==> src/rtl/dmem_access_ctrl.sv <==
// dmem_access_ctrl
// Sequences MEM-stage loads and stores over a valid/ready request channel and
// a valid-only response channel to a variable-latency data memory. The
// pipeline is frozen through `stall` until the access finishes. Load data and
// the completion pulse reach writeback together in a single DONE cycle.
//
// Optional feature: define DMEM_TIMEOUT_EN to build the REQ+WAIT watchdog.
// When the watchdog is enabled, an access still open after TIMEOUT_CYCLES
// cycles is aborted. The abort completes with err = 1 and rdata_m = 0.
// When it is not enabled, err is tied low and the controller waits
// indefinitely.
module dmem_access_ctrl #(
    parameter int WIDTH          = 32,
    parameter int TIMEOUT_CYCLES = 255,
    parameter int CNT_W          = 8
) (
    input  logic             clk,
    input  logic             rst,
    input  logic             mem_valid_m,
    input  logic             mem_write_m,
    input  logic [WIDTH-1:0] addr_m,
    input  logic [WIDTH-1:0] wdata_m,
    output logic             stall,
    output logic [WIDTH-1:0] rdata_m,
    output logic             done_m,
    output logic             req_valid,
    output logic             req_write,
    output logic [WIDTH-1:0] req_addr,
    output logic [WIDTH-1:0] req_wdata,
    input  logic             req_ready,
    input  logic             resp_valid,
    input  logic [WIDTH-1:0] resp_data,
    output logic             err
);

    typedef enum logic [1:0] {
        IDLE = 2'd0,
        REQ  = 2'd1,
        WAIT = 2'd2,
        DONE = 2'd3
    } state_t;

    state_t             state_q;
    logic               req_valid_q;
    logic               req_write_q;
    logic [WIDTH-1:0]   req_addr_q;
    logic [WIDTH-1:0]   req_wdata_q;
    logic [WIDTH-1:0]   rdata_q;
    logic               done_q;

    logic               start;
    logic               in_flight;
    logic               complete;
    logic               expire;

    // The counter must be able to reach TIMEOUT_CYCLES-1. If a configuration
    // cannot do that, it shows up in the elaborated hierarchy as this marker
    // block.
    if ((CNT_W < 1) || ((CNT_W < 31) && ((1 << CNT_W) <= TIMEOUT_CYCLES))) begin : g_cnt_w_too_small
    end

    // A new access is taken only from IDLE. In DONE the completing
    // instruction is still on mem_valid_m and must not be issued again.
    assign start     = (state_q == IDLE) && mem_valid_m;
    assign in_flight = (state_q == REQ) || (state_q == WAIT);

    // Normal completion has two forms. A store completes when its request is
    // accepted, because writes are posted. A load completes when its
    // response arrives while in WAIT. A response seen in any other state is
    // ignored.
    assign complete = ((state_q == REQ) && req_ready && req_write_q) ||
                      ((state_q == WAIT) && resp_valid);

`ifdef DMEM_TIMEOUT_EN
    logic [CNT_W-1:0] cnt_q;
    logic [CNT_W-1:0] cnt_d;
    logic             err_q;

    assign cnt_d  = cnt_q + CNT_W'(1);
    assign expire = in_flight && (cnt_q == CNT_W'(TIMEOUT_CYCLES - 1));

    // Count cycles spent in REQ+WAIT. The count restarts when a new access is captured.
    always_ff @(posedge clk or posedge rst) begin
        if (rst) begin
            cnt_q <= '0;
        end else if (start) begin
            cnt_q <= '0;
        end else if (in_flight) begin
            cnt_q <= cnt_d;
        end
    end

    // Flag an abort for its DONE cycle. A completion in the same cycle wins.
    always_ff @(posedge clk or posedge rst) begin
        if (rst) begin
            err_q <= 1'b0;
        end else begin
            err_q <= expire && !complete;
        end
    end

    assign err = err_q;
`else
    assign expire = 1'b0;
    assign err    = 1'b0;
`endif

    // Access sequencer. Every output is registered here, except stall.
    always_ff @(posedge clk or posedge rst) begin
        if (rst) begin
            state_q     <= IDLE;
            req_valid_q <= 1'b0;
            req_write_q <= 1'b0;
            req_addr_q  <= '0;
            req_wdata_q <= '0;
            rdata_q     <= '0;
            done_q      <= 1'b0;
        end else begin
            done_q <= 1'b0;
            case (state_q)
                IDLE: begin
                    if (mem_valid_m) begin
                        req_write_q <= mem_write_m;
                        req_addr_q  <= addr_m;
                        req_wdata_q <= wdata_m;
                        req_valid_q <= 1'b1;
                        state_q     <= REQ;
                    end
                end
                REQ: begin
                    // req_* are held here until the memory takes the request.
                    if (complete) begin
                        req_valid_q <= 1'b0;
                        done_q      <= 1'b1;
                        state_q     <= DONE;
                    end else if (expire) begin
                        req_valid_q <= 1'b0;
                        rdata_q     <= '0;
                        done_q      <= 1'b1;
                        state_q     <= DONE;
                    end else if (req_ready) begin
                        req_valid_q <= 1'b0;
                        state_q     <= WAIT;
                    end
                end
                WAIT: begin
                    if (complete) begin
                        rdata_q <= resp_data;
                        done_q  <= 1'b1;
                        state_q <= DONE;
                    end else if (expire) begin
                        rdata_q <= '0;
                        done_q  <= 1'b1;
                        state_q <= DONE;
                    end
                end
                DONE: begin
                    state_q <= IDLE;
                end
                default: begin
                    state_q <= IDLE;
                end
            endcase
        end
    end

    // The stall is combinational. The pipeline then freezes in the same
    // cycle that an access shows up in IDLE.
    assign stall     = start || in_flight;

    assign req_valid = req_valid_q;
    assign req_write = req_write_q;
    assign req_addr  = req_addr_q;
    assign req_wdata = req_wdata_q;
    assign rdata_m   = rdata_q;
    assign done_m    = done_q;

endmodule

==> config.mk <==
export PLATFORM = sky130hd
export DESIGN_NAME = dmem_access_ctrl
export DESIGN_NICKNAME = d
export VERILOG_FILES = /design/src/rtl/dmem_access_ctrl.sv
export SDC_FILE = /design/constraint.sdc
export NUM_CORES = 1
export LEC_CHECK = 0
export CORE_UTILIZATION = 43
export CTS_CLUSTER_SIZE = 16
export DETAILED_ROUTE_END_ITERATION = 6
export GPL_TIMING_DRIVEN = 0
export HOLD_SLACK_MARGIN = 0.06
export PLACE_DENSITY_LB_ADDON = 0.1
export SYNTH_ARGS = -nofsm -noshare
export SYNTH_HDL_FRONTEND = slang
export SYNTH_SLANG_ARGS = --single-unit
==> constraint.sdc <==
create_clock -name clk -period 6.1 [get_ports clk]
set_input_delay 1.22 -clock clk [delete_from_list [all_inputs] [get_ports clk]]
set_output_delay 1.22 -clock clk [all_outputs]
set_load 0.05 [all_outputs]
=== Yosys cells after proc, flatten, opt, wreduce, memory -nomap -nowiden ===
Index checks and enable logic that the tools add are counted.
Widths: inputs -> output; s select.

* Flip-flop bits (word level): 101
* Input port bits: 102
* Output and inout bits: 101
* Logic and storage cells: 38

* Equality and inequality tests: 6
* Mux-type cells: 11
* Reductions and logical operators: 14

{| class="wikitable"
|+ Operators with widths
! operator !! count
|-
| $mux 2 || 4
|-
| $pmux 2 s4 || 1
|-
| $reduce_and 3->1 || 2
|-
| $mux 1 || 5
|-
| $eq 2x2->1 const B || 2
|-
| $logic_and 1x1->1 || 4
|-
| $ne 2x2->1 const B || 2
|-
| $reduce_and 2->1 || 2
|-
| $logic_or 1x1->1 || 3
|-
| $ne 3x3->1 const B || 1
|-
| $eq 2x1->1 const B || 1
|-
| $logic_not 2->1 || 1
|-
| $pmux 1 s2 || 1
|-
| $reduce_bool 2->1 || 1
|-
| $reduce_or 2->1 || 1
|}

=== Longest topological paths before layout ===
Gate-level depths: netlist of the first run.

* Depth after elaboration: 6
* Mapped depth: 7
* Gate-level depth less buffers: 5

=== Least setup slack after synthesis of the first run ===
Ideal clock, no wire load.

* Path kind: input to output
* From: in mem_valid_m
* To: out stall
* Arrival time: 2.021 ns
* Slack: 2.859 ns
* Stages on the path: 4
* Buffers on the path: 2
* Cells stage by stage: nand2_1 -> buf_2 -> buf_2 -> nand2b_1

* Cells in the longest elaborated chain, start to end: 2

{| class="wikitable"
|+ Ends and longest elaborated chain
! what !! line !! source
|-
| start, declared || 19 || <nowiki>input logic mem_valid_m,</nowiki>
|-
| $logic_and 1x1->1 || 64 || <nowiki>assign start = (state_q == IDLE) && mem_valid_m;</nowiki>
|-
| $logic_or 1x1->1 || 169 || <nowiki>assign stall = start || in_flight;</nowiki>
|-
| end, declared || 23 || <nowiki>output logic stall,</nowiki>
|}

Every way passes these cells.

=== Final worst setup path of the first run ===
Ends and elaborated chain as after synthesis.

==> results of run 1 <==
## path summary, 6_finish.rpt
path	from	end	slack [ps]	depth (start not counted)
setup / recovery	mem_valid_m	stall	1740	6
max in group asynchronous	rst	rdata_m[11]	4110	3
hold reg to reg	req_wdata[24]	req_wdata[24]	510	1
setup reg to reg	state_q[1]	req_addr[7]	4260	6
min in group asynchronous	rst	rdata_m[30]	1310	2
hold / removal	req_wdata[24]	req_wdata[24]	510	1
## kinds of logic after synthesis
kind of cell | after synthesis | share of synthesized area (%)
compound gates | 10 | 1.71
fa+ha+maj | 4 | 1.24
buf+inv | 15 | 3.10
flops | 101 | 62.7
mux | 98 | 30.2
other cells | 1 | 0.0930
simple gates | 7 | 1.02
## synth_stat cells (all sizes together)
library cell	instances	area share, %
nand2b	4	0.62
a21oi	2	0.25
conb	1	0.093
nand2	1	0.093
buf	12	2.8
dfrtp	101	63
a221oi	2	0.43
inv	3	0.28
a32oi	1	0.22
ha	4	1.2
mux2	98	30
o2bb2ai	1	0.22
a31oi	1	0.16
a21o	1	0.19
o21ai	2	0.25
nor2b	2	0.31
## flip-flops by register name (all words and copies together) (netlist names)
name / cells
done_m: 1
rdata_m: 32
req_addr: 32
req_valid: 1
req_wdata: 32
req_write: 1
state_q: 2
## layer usage
metal | vias to the layer above | wire length [um] | share of wire [%] | GRT usage (%)
met3 | 22 | 671 | 7.1 | 6.10
met4 | 0 | 272 | 2.9 | 8.27
met1 | 1354 | 3710 | 39 | 22.4
met5 | - | 0 | 0 | 0
met2 | 123 | 4770 | 51 | 35.6
li1 | 1254 | - | - | -
## critical path, cell delays in order
cell and delay [ps]:
clkdlybuf4s50_1 500, nand2_1 100, buf_2 200, buf_2 210, nand2b_1 90, clkdlybuf4s50_1 820
## through the flow
stage                     hold slack (ps)  cells  setup slack, ps  utilization [%]
after detailed placement              492    546             1720             69.8
after global routing                  521    562             1620             71.9
after floorplan                       531    236             2230                -
final                                 512    562             1740             71.9
after CTS                             516    562             1710             71.9
after global placement                486    545              672             69.5
## layout make-up
cell class                      instances  share of cell area [%]
Clock buffer                            9                    1.94
Inverter                                3                   0.215
Buffer                                 12                    1.78
Timing Repair Buffer                  202                    31.9
Tap cell                              108                    2.12
Multi-Input combinational cell        120                    21.6
Clock inverter                          7                   0.862
Sequential cell                       101                    39.6
## placed cells by master, fill, tap and decap left out
cell             instances
a21o_1                   1
a21oi_1                  2
a221oi_1                 2
a31oi_1                  1
a32oi_1                  1
buf_12                   3
buf_16                   1
buf_2                    7
buf_4                    1
buf_6                    1
clkbuf_8                 9
clkdlybuf4s50_1        201
clkinv_2                 1
clkinvlp_4               2
conb_1                   1
dfrtp_1                101
ha_1                     4
inv_1                    2
inv_4                    1
inv_6                    4
mux2_2                  68
mux2_4                  30
nand2_1                  1
nand2b_1                 4
nor2b_1                  2
o21ai_0                  2
o2bb2ai_1                1
==> implementation parameters, run 1 <==
Parameter                              Value

Global routing
  Via count of the first global-routing pass ... roughly 3.0k
  Wire length of the first global-routing pass ... around 15000 um
  Gr ovfl total ... 0
  Total GRT Usage ... approximately 20%
  Maximum number of pins on one net before global-route repair ... 52
  Antenna violations before repair ... 0

Clock network
  Clk root buf ... clkbuf_8
  Clock latency on the worst-skew pair ... about 360 ps
  Clock slew at reported path FFs ... 90 ps
  Clock buffer depth ... 2
  Number of buffers created by CTS ... 9
  Post-cts hold buffer count ... 0
  Post-cts resize count ... 0
  Post-CTS Setup Bufs ... 0
  CTS tree ... built
  H-tree lvl count ... 3
  Number of clock sinks ... between 100 and 150

STA
  Total negative slack ... 0 ps
  Post-route minimum period ... ~4400 ps
  Maximum clock skew at final layout ... between 10 and 15 ps
  Measured slew at the worst slew-check pin ... between 600 and 700 ps
  Maximum achievable frequency ... 230 MHz
  Final hold violation count ... 0
  Share of the cycle needed by the critical path after routing ... between 70% and 80%
  Max transition margin ... between 50% and 60%
  Setup repair after global routing missed its margin ... no
  Max-slew violation count ... 0
  Final setup violation count ... 0

Final layout
  Count of nets after finishing ... 555
  Fraction of layout instances using a drive strength above 1 ... between 20% and 30%
  Area used by multi-input combinational logic ... roughly 1400 sq um
  P&R area growth vs syn ... 58.4%
  Filler cell count ... roughly 660
  Antenna diode count ... 0
  Sequential cell area in the final layout ... around 2500 sq um
  Final Instance Area ... 6390 sq um

Min path
  Kind of path behind the tightest hold check ... flop to flop

Placed design
  Gpl congestion ... 0.717
  Quantity of I/O buffers inserted on ports ... around 200
  Detailed Place HPWL ... around 7200 um
  Post-detailed-placement cell area ... 6210 sq um

Synthesis
  Mean instance size in the synthesized netlist ... 17.1 sq um
  Synthesized Nets ... around 340
  Share of the yosys chip area belonging to registers ... 62.7%
  Netlist area before placement ... 4030 sq um
  Flip-flop and latch count after synthesis ... ~100
  Cell variety after synth ... 20
  Post-Synthesis Cells ... approximately 240
  Yosys synthesis warning count ... 0

Die
  Die Span Y ... 98.8 um
  Boundary pin count ... 203
  Full die area ... 9770 sq um
  Core outline area ... approximately 8900 sq um
  Effective utilization at floorplan ... approximately 45%
  Row count ... 34
  Floorplan die width ... 98.8 um

Setup path
  Kind of launch point of the worst setup path ... input pin
  Worst Path Max Fanout ... 10
  Arrival time of the worst setup path ... between 3000 and 4000 ps
  Crit end category ... output pin
  Required arrival time at the worst endpoint ... slightly below 5000 ps
  Crit Path Category ... input pin to output pin

Route
  Count of TritonRoute iterations in the first routing pass ... 4
  Via-per-instance ratio ... 4.90
  Final ANT Viol Nets ... 0
  Average wire per cell in the routed design ... 16.8 um
  Residual DRC count ... 0
  First DRT Iteration DRCs ... 40
  Routed Wire Length ... ~9400 um
  Via count ... 2753

Outcome
  Status ... completed

Run
  Max Cap Viol ... 0
Power of run 1 is left out: the tool's default activity adds up to more than one toggle a clock period on the data nets, which glitch-free logic cannot reach.
==> run 2, diff against run 1 <==
--- a/config.mk
+++ b/config.mk
@@ -5,7 +5,7 @@
 export SDC_FILE = /design/constraint.sdc
 export NUM_CORES = 1
 export LEC_CHECK = 0
-export CORE_UTILIZATION = 43
+export CORE_UTILIZATION = 36
 export CTS_CLUSTER_SIZE = 16
 export DETAILED_ROUTE_END_ITERATION = 6
 export GPL_TIMING_DRIVEN = 0
==> constraint.sdc (replaced) <==
create_clock -name clk -period 3.5 [get_ports clk]
set_input_delay 0.7 -clock clk [delete_from_list [all_inputs] [get_ports clk]]
set_output_delay 0.7 -clock clk [all_outputs]
set_load 0.05 [all_outputs]
==> run 2 against run 1 <==
Against the previous run:
- final cell count grew 5.7%
- clock skew shrank 4.0 ps
- worst hold slack lost 4.4 ps
- first-iteration DRC count shrank 10%
- register-to-register slack lost 2600 ps
- final area grew 1.0%
- sequential share of layout area shrank 0.39 points
- setup slack lost 1600 ps
- flip-flop and latch count is the same
- core utilization shrank 13 points
- global-route usage shrank 4.7 points
- highest routed layer unchanged
==> implementation parameters, run 2 (synthesized netlist as in run 1, its figures left out) <==
Parameter                              Value

Outcome
  Status ... completed

STA
  Measured slew at the worst slew-check pin ... ~760 ps
  Max transition margin ... about half
  Setup repair after global routing missed its margin ... no
  Maximum achievable frequency ... 300 MHz
  Maximum clock skew at final layout ... between 6 and 7 ps
  Final setup violation count ... 0
  Post-route minimum period ... between 3000 and 4000 ps
  Max-slew violation count ... 0
  Share of the cycle needed by the critical path after routing ... a little over nine tenths
  Final hold violation count ... 0

Placed design
  Gpl congestion ... 0.726
  Post-detailed-placement cell area ... 6240 sq um
  Detailed Place HPWL ... about 6600 um
  Quantity of I/O buffers inserted on ports ... ~200
  Total placed cells including tap cells ... 578

Global routing
  Maximum number of pins on one net before global-route repair ... 62
  Total GRT Usage ... 15.4%
  Via count of the first global-routing pass ... between 2k and 3k
  Wire length of the first global-routing pass ... roughly 14000 um
  Gr ovfl total ... 0
  Antenna violations before repair ... 0

Route
  Final ANT Viol Nets ... 0
  Top layer reached by signal wires ... met4
  Via-per-instance ratio ... 4.56
  Residual DRC count ... 0
  Detail Route met2 WL ... around 4400 um
  Average wire per cell in the routed design ... roughly 15 um
  Total met3 wirelength after detailed routing ... around 710 um
  Routed Wire Length ... about 8900 um
  Via count ... approximately 2.7k
  Wire length the detailed router placed on met1 ... about 3700 um
  First DRT Iteration DRCs ... 36
  Count of TritonRoute iterations in the first routing pass ... 4

Clock network
  Clock latency on the worst-skew pair ... ~360 ps
  Post-CTS Setup Bufs ... 0
  Clk root buf ... clkbuf_8
  Clock buffer depth ... 2
  Post-cts hold buffer count ... 0
  Number of clock sinks ... 101
  Clock slew at reported path FFs ... 90 ps
  CTS tree ... built
  H-tree lvl count ... 3
  Post-cts resize count ... 0
  Number of buffers created by CTS ... 9

Die
  Effective utilization at floorplan ... a little under two fifths
  Full die area ... 11600 sq um
  Die Span Y ... ~110 um
  Boundary pin count ... 203
  Core outline area ... around 11000 sq um
  Floorplan die width ... 108 um
  Row count ... 38

Final layout
  Count of nets after finishing ... between 500 and 600
  Antenna diode count ... 0
  Final Instance Area ... around 6500 sq um
  Fraction of layout instances using a drive strength above 1 ... 28.0%
  Most common library cell in the layout ignoring fill and taps ... clkdlybuf4s50_1
  Fin cells ... ~600
  Leading cell types in the layout, fill and taps excluded ... clkdlybuf4s50_1 (201), dfrtp_1 (101), mux2_2 (68)
  P&R area growth vs syn ... 60.0%

Setup path
  Arrival time of the worst setup path ... approximately 2600 ps
  Crit Path Category ... input pin to output pin
  Worst Path Max Fanout ... 10
  Crit end category ... output pin
  Required arrival time at the worst endpoint ... ~2800 ps
  Kind of launch point of the worst setup path ... input pin

Run
  Max Cap Viol ... 0

Min path
  Kind of path behind the tightest hold check ... flop to flop
-- run 2: metrics by stage --
step           TNS (ps)  hold WS (ps)  util [%]  worst slack, ps
2_1_floorplan         0           531         -              153
3_3_place_gp    -147650           487      57.1            -1470
3_5_place_dp          0           490      57.3              156
4_1_cts               0           512      59.3              150
5_1_grt               0           523      59.3             78.1
6_report              0           508      59.3              168
-- run 2: layer usage --
metal	track usage [%]	vias up
met5	0	-
met4	5.87	0
met3	5.57	9
met2	25.2	108
met1	18.4	1344
li1	-	1250
-- run 2: final timing paths --
| check | startpoint | to | slack [ps] | cells past startpoint |
|---|---|---|---|---|
| setup / recovery | mem_valid_m | stall | 170 | 6 |
| hold / removal | req_wdata[16] | req_wdata[16] | 510 | 1 |
| setup reg to reg | state_q[1] | req_wdata[9] | 1680 | 6 |
| hold reg to reg | req_wdata[16] | req_wdata[16] | 510 | 1 |
| max in group asynchronous | rst | req_wdata[29] | 2000 | 3 |
| min in group asynchronous | rst | rdata_m[3] | 830 | 2 |
-- run 2: layout make-up --
cell class	count	area, sq um
Buffer	12	114
Clock buffer	12	155
Clock inverter	4	55.1
Fill cell	940	4440
Inverter	3	13.8
Multi-Input combinational cell	120	1380
Sequential cell	101	2530
Tap cell	140	175
Timing Repair Buffer	202	2030
-- run 2: worst max-delay path, stage by stage --
cell             delay, ps
clkdlybuf4s50_1        510
nand2_1                100
buf_2                  200
buf_2                  220
nand2b_1                90
clkdlybuf4s50_1        820
Power of run 2 is left out for the same reason.
==> run 3, diff against run 2 <==
--- a/config.mk
+++ b/config.mk
@@ -14,3 +14,4 @@
 export SYNTH_ARGS = -nofsm -noshare
 export SYNTH_HDL_FRONTEND = slang
 export SYNTH_SLANG_ARGS = --single-unit
+export TNS_END_PERCENT = 100
==> results of run 3 <==
No change in the layout: final DEF, timing and power equal those of run 2.
Power of run 3 is left out for the same reason.
==> edit 1, RTL diff (settings of run 3) <==
Encoding of `state_t`: now one-hot (4 bits for 4 states).
--- a/src/rtl/dmem_access_ctrl.sv
+++ b/src/rtl/dmem_access_ctrl.sv
@@ -33,11 +33,11 @@
     output logic             err
 );
 
-    typedef enum logic [1:0] {
-        IDLE = 2'd0,
-        REQ  = 2'd1,
-        WAIT = 2'd2,
-        DONE = 2'd3
+    typedef enum logic [3:0] {
+        IDLE = 4'b0001,
+        REQ  = 4'b0010,
+        WAIT = 4'b0100,
+        DONE = 4'b1000
     } state_t;
 
     state_t             state_q;
Behaviour: same outputs for any inputs over 4 cycles, from zero or initial values and one cycle with rst high; so few cycles prove little.
==> edit 1 against run 3 <==
Final area grew 2.0%; area after synthesis up 1.1%; global-route usage up 1.0 points; critical path depth down 1; worst setup slack better by 130 ps; sequential cell count is 2 higher; core utilization grew 0.93 points; fmax grew 4.1%; routed wire length is 4.4% higher; clock skew rose by 1.2 ps; sequential share of layout area barely moved; highest routed layer unchanged.
==> edit 1: results <==
{
  "status": "complete, no violations",
  "via_per_inst": 4.58,
  "p_leak_nw": 2.96,
  "path_clk_slew_ps": 60,
  "drt-initial-drc-count": 78,
  "insertion_delay_ps": 340,
  "synth_common_cells": "dfrtp_1 (102), mux2_2 (58), mux2_4 (39), buf_2 (6), buf_6 (5)",
  "crit-reg2reg-launch": "state_q[0]",
  "layout-drive-gt1-share_pct": 27.7,
  "gp_congestion": 0.684,
  "clock_skew_ps": 7.24,
  "crit_path_max_fanout": 2,
  "layout.filler_cells": 916,
  "hold-path-endpoint": "rdata_m[4]",
  "wire_per_inst_um": 15.6,
  "grt_pass1_vias": 2904,
  "grt_pass1_wl_mm": 14.4,
  "nNetsFinal": 552,
  "synthesis.nets": 339,
  "grt_use_total_pct": 16.4,
  "crit_arrival_ps": 2500,
  "min-delay-start": "rdata_m[4]",
  "dpl_cell_area_um2": 6290,
  "slew_headroom_pct": 63.7,
  "grt_max_degree": 65,
  "min_path_cells": 1,
  "synthTopCellsByArea": "dfrtp_1 (63%), mux2_2 (16%), mux2_4 (14%)",
  "r2r_cells": 5,
  "r2r_end": "req_wdata[16]",
  "yosys_warnings": 0,
  "dp_hpwl_mm": 6.81,
  "yosysSeqAreaShare_pct": 63.2,
  "ys_types": 27,
  "async_flop_share_pct": 100
}
[edit 1: worst max-delay path by stage]
stage	startpoint	end	slack, ps	depth (start not counted)
detailed placement	mem_valid_m	stall	300	5
floorplan	rst	done_m	100	1
global route	mem_valid_m	stall	240	5
global placement	rst	req_addr[2]	-1550	2
finish	mem_valid_m	stall	300	5
CTS	mem_valid_m	stall	290	5
[edit 1: cell families (layout without fill, tap and decap cells)]
| group | Yosys count | after routing | share of synthesized area, % |
|---|---|---|---|
| AND/OR/NAND/NOR | 13 | 13 | 2.36 |
| buffers and inverters | 15 | 233 | 2.58 |
| multiplexers | 97 | 97 | 30.4 |
| AO/OA/AOI/OAI | 8 | 8 | 1.35 |
| flip-flops | 103 | 103 | 63.2 |
| other | 1 | 1 | 0.0920 |
[edit 1: critical path, cell delays in order]
cell             delay [ps]
clkdlybuf4s50_1         540
nand3b_1                100
a21oi_1                 190
o21ba_2                 150
clkdlybuf4s50_1         810
[edit 1: final cells by class]
| class | instances | share of cell area [%] |
|---|---|---|
| clock inverter | 1 | 0.456 |
| tap | 140 | 2.66 |
| buffer | 12 | 1.43 |
| sequential | 103 | 39.2 |
| inverter | 3 | 0.209 |
| multi-input combinational | 119 | 21.2 |
| clock buffer | 15 | 3.92 |
| timing repair buffer | 202 | 31.0 |
[edit 1: report_power, final]
group	internal (W)	switching (W)	total [W]
clock network	0.000576	0.000400	0.000976
registers	0.00173	0.000277	0.00201
logic	0.00170	0.00252	0.00422
total	0.00401	0.00319	0.00720
[edit 1: metal layers]
layer	part of all wire (%)	global-route usage, %	routed length [um]	vias up
met3	9.0	6.33	833	12
met5	0	0	0	-
li1	-	-	-	1254
met1	40	19.5	3730	1347
met2	49	26.4	4520	110
met4	2.2	6.95	201	0
[edit 1: through the flow]
step           cells  setup WS (ps)  total power, W  util, %  hold WS, ps
2_1_floorplan    237           97.8         0.00488        -          480
3_3_place_gp     578          -1550         0.00622     57.3          486
3_5_place_dp     579            301         0.00627     57.6          492
4_1_cts          595            291         0.00729     60.2          507
5_1_grt          595            241         0.00752     60.2          515
6_report         595            299         0.00720     60.2          503
==> edit 2, RTL diff (config.mk and constraints of run 3) <==
Made on the original files. `WIDTH`: 32 -> 64.
--- a/src/rtl/dmem_access_ctrl.sv
+++ b/src/rtl/dmem_access_ctrl.sv
@@ -10,7 +10,7 @@
 // When it is not enabled, err is tied low and the controller waits
 // indefinitely.
 module dmem_access_ctrl #(
-    parameter int WIDTH          = 32,
+    parameter int WIDTH          = 64,
     parameter int TIMEOUT_CYCLES = 255,
     parameter int CNT_W          = 8
 ) (
Ports: changed (6 resized); port bits go from 203 to 395. No check against the original RTL was run, so the function may have changed too.
==> edit 2 against run 3 <==
Worst setup slack better by 120 ps; area after synthesis is 92% higher; critical path type unchanged; final area is 96% higher; die area is 90% higher; highest routed layer unchanged; routed wire length is 140% higher; worst hold slack worse by 3.5 ps; critical path depth stayed put; sequential cell count is 96 higher.
Power is not shown: default switching activity piles up to over one toggle a cycle in this logic, so the estimate is an artifact.
==> edit 2: results <==
{
  "status": "complete, no violations",
  "min-delay-start": "req_wdata[46]",
  "use_met3_pct": 6.81,
  "route.vias.total": 5212,
  "r2r_end": "req_addr[26]",
  "layout-drive-gt1-share_pct": 29.1,
  "wl_met1_mm": 7.51,
  "hold-path-endpoint": "req_wdata[46]",
  "synthTopCellsByArea": "dfrtp_1 (64%), mux2_2 (20%), mux2_4 (12%)",
  "crit-reg2reg-launch": "state_q[0]",
  "yosysSeqAreaShare_pct": 63.8,
  "dp_hpwl_mm": 16.5,
  "drt-initial-drc-count": 153,
  "met1_usage_pct": 20.3,
  "grt_pass1_vias": 5726,
  "reg2reg_slack_ps": 1530,
  "io_buffers": 393,
  "clock_skew_ps": 11.5,
  "slowest_delay_ps": 570,
  "groute.layer.met2.usage_pct": 35.3,
  "h-tree-depth": 4,
  "wl_met2_mm": 11.3,
  "grt_max_degree": 46,
  "layout.filler_cells": 1634,
  "pre_cts_slack_ps": -45.0,
  "synth_area_per_cell_um2": 17.6,
  "period_share_pct": 91.7,
  "holdWs_ps": 504,
  "numCtsBuffers": 17,
  "dpl_cell_area_um2": 12100,
  "cts_root_buffer": "clkbuf_16"
}
-- edit 2: cell types whose count changed after synthesis --
cell     delta
buf_12      +3
buf_2       +7
dfrtp_1    +96
mux2_2     +66
mux2_4     +30
-- edit 2: what timing repair did --
item,4_1_cts,5_1_grt
resized for setup,1,0
hold endpoints to repair,0,0
hold buffers,0,0
setup endpoints to repair,1,0
-- edit 2: area by class of cell --
cell class,instances,area share (%)
flip-flops and latches,197,39.0
repair buffers,397,31.7
multi-input cells,216,20.3
clock buffers,18,3.39
well taps,275,2.72
plain buffers,22,1.65
clock inverters,14,1.10
inverters,3,0.119
-- edit 2: logic make-up after synthesis --
| logic type | count (synthesis) | share of synthesized area, % |
|---|---|---|
| buffers and inverters | 25 | 2.85 |
| muxes | 194 | 31.2 |
| other | 1 | 0.0486 |
| and+or+nand+nor | 7 | 0.534 |
| DFF | 197 | 63.8 |
| adders and majority gates | 4 | 0.648 |
| AOI/OAI and AO/OA | 10 | 0.891 |
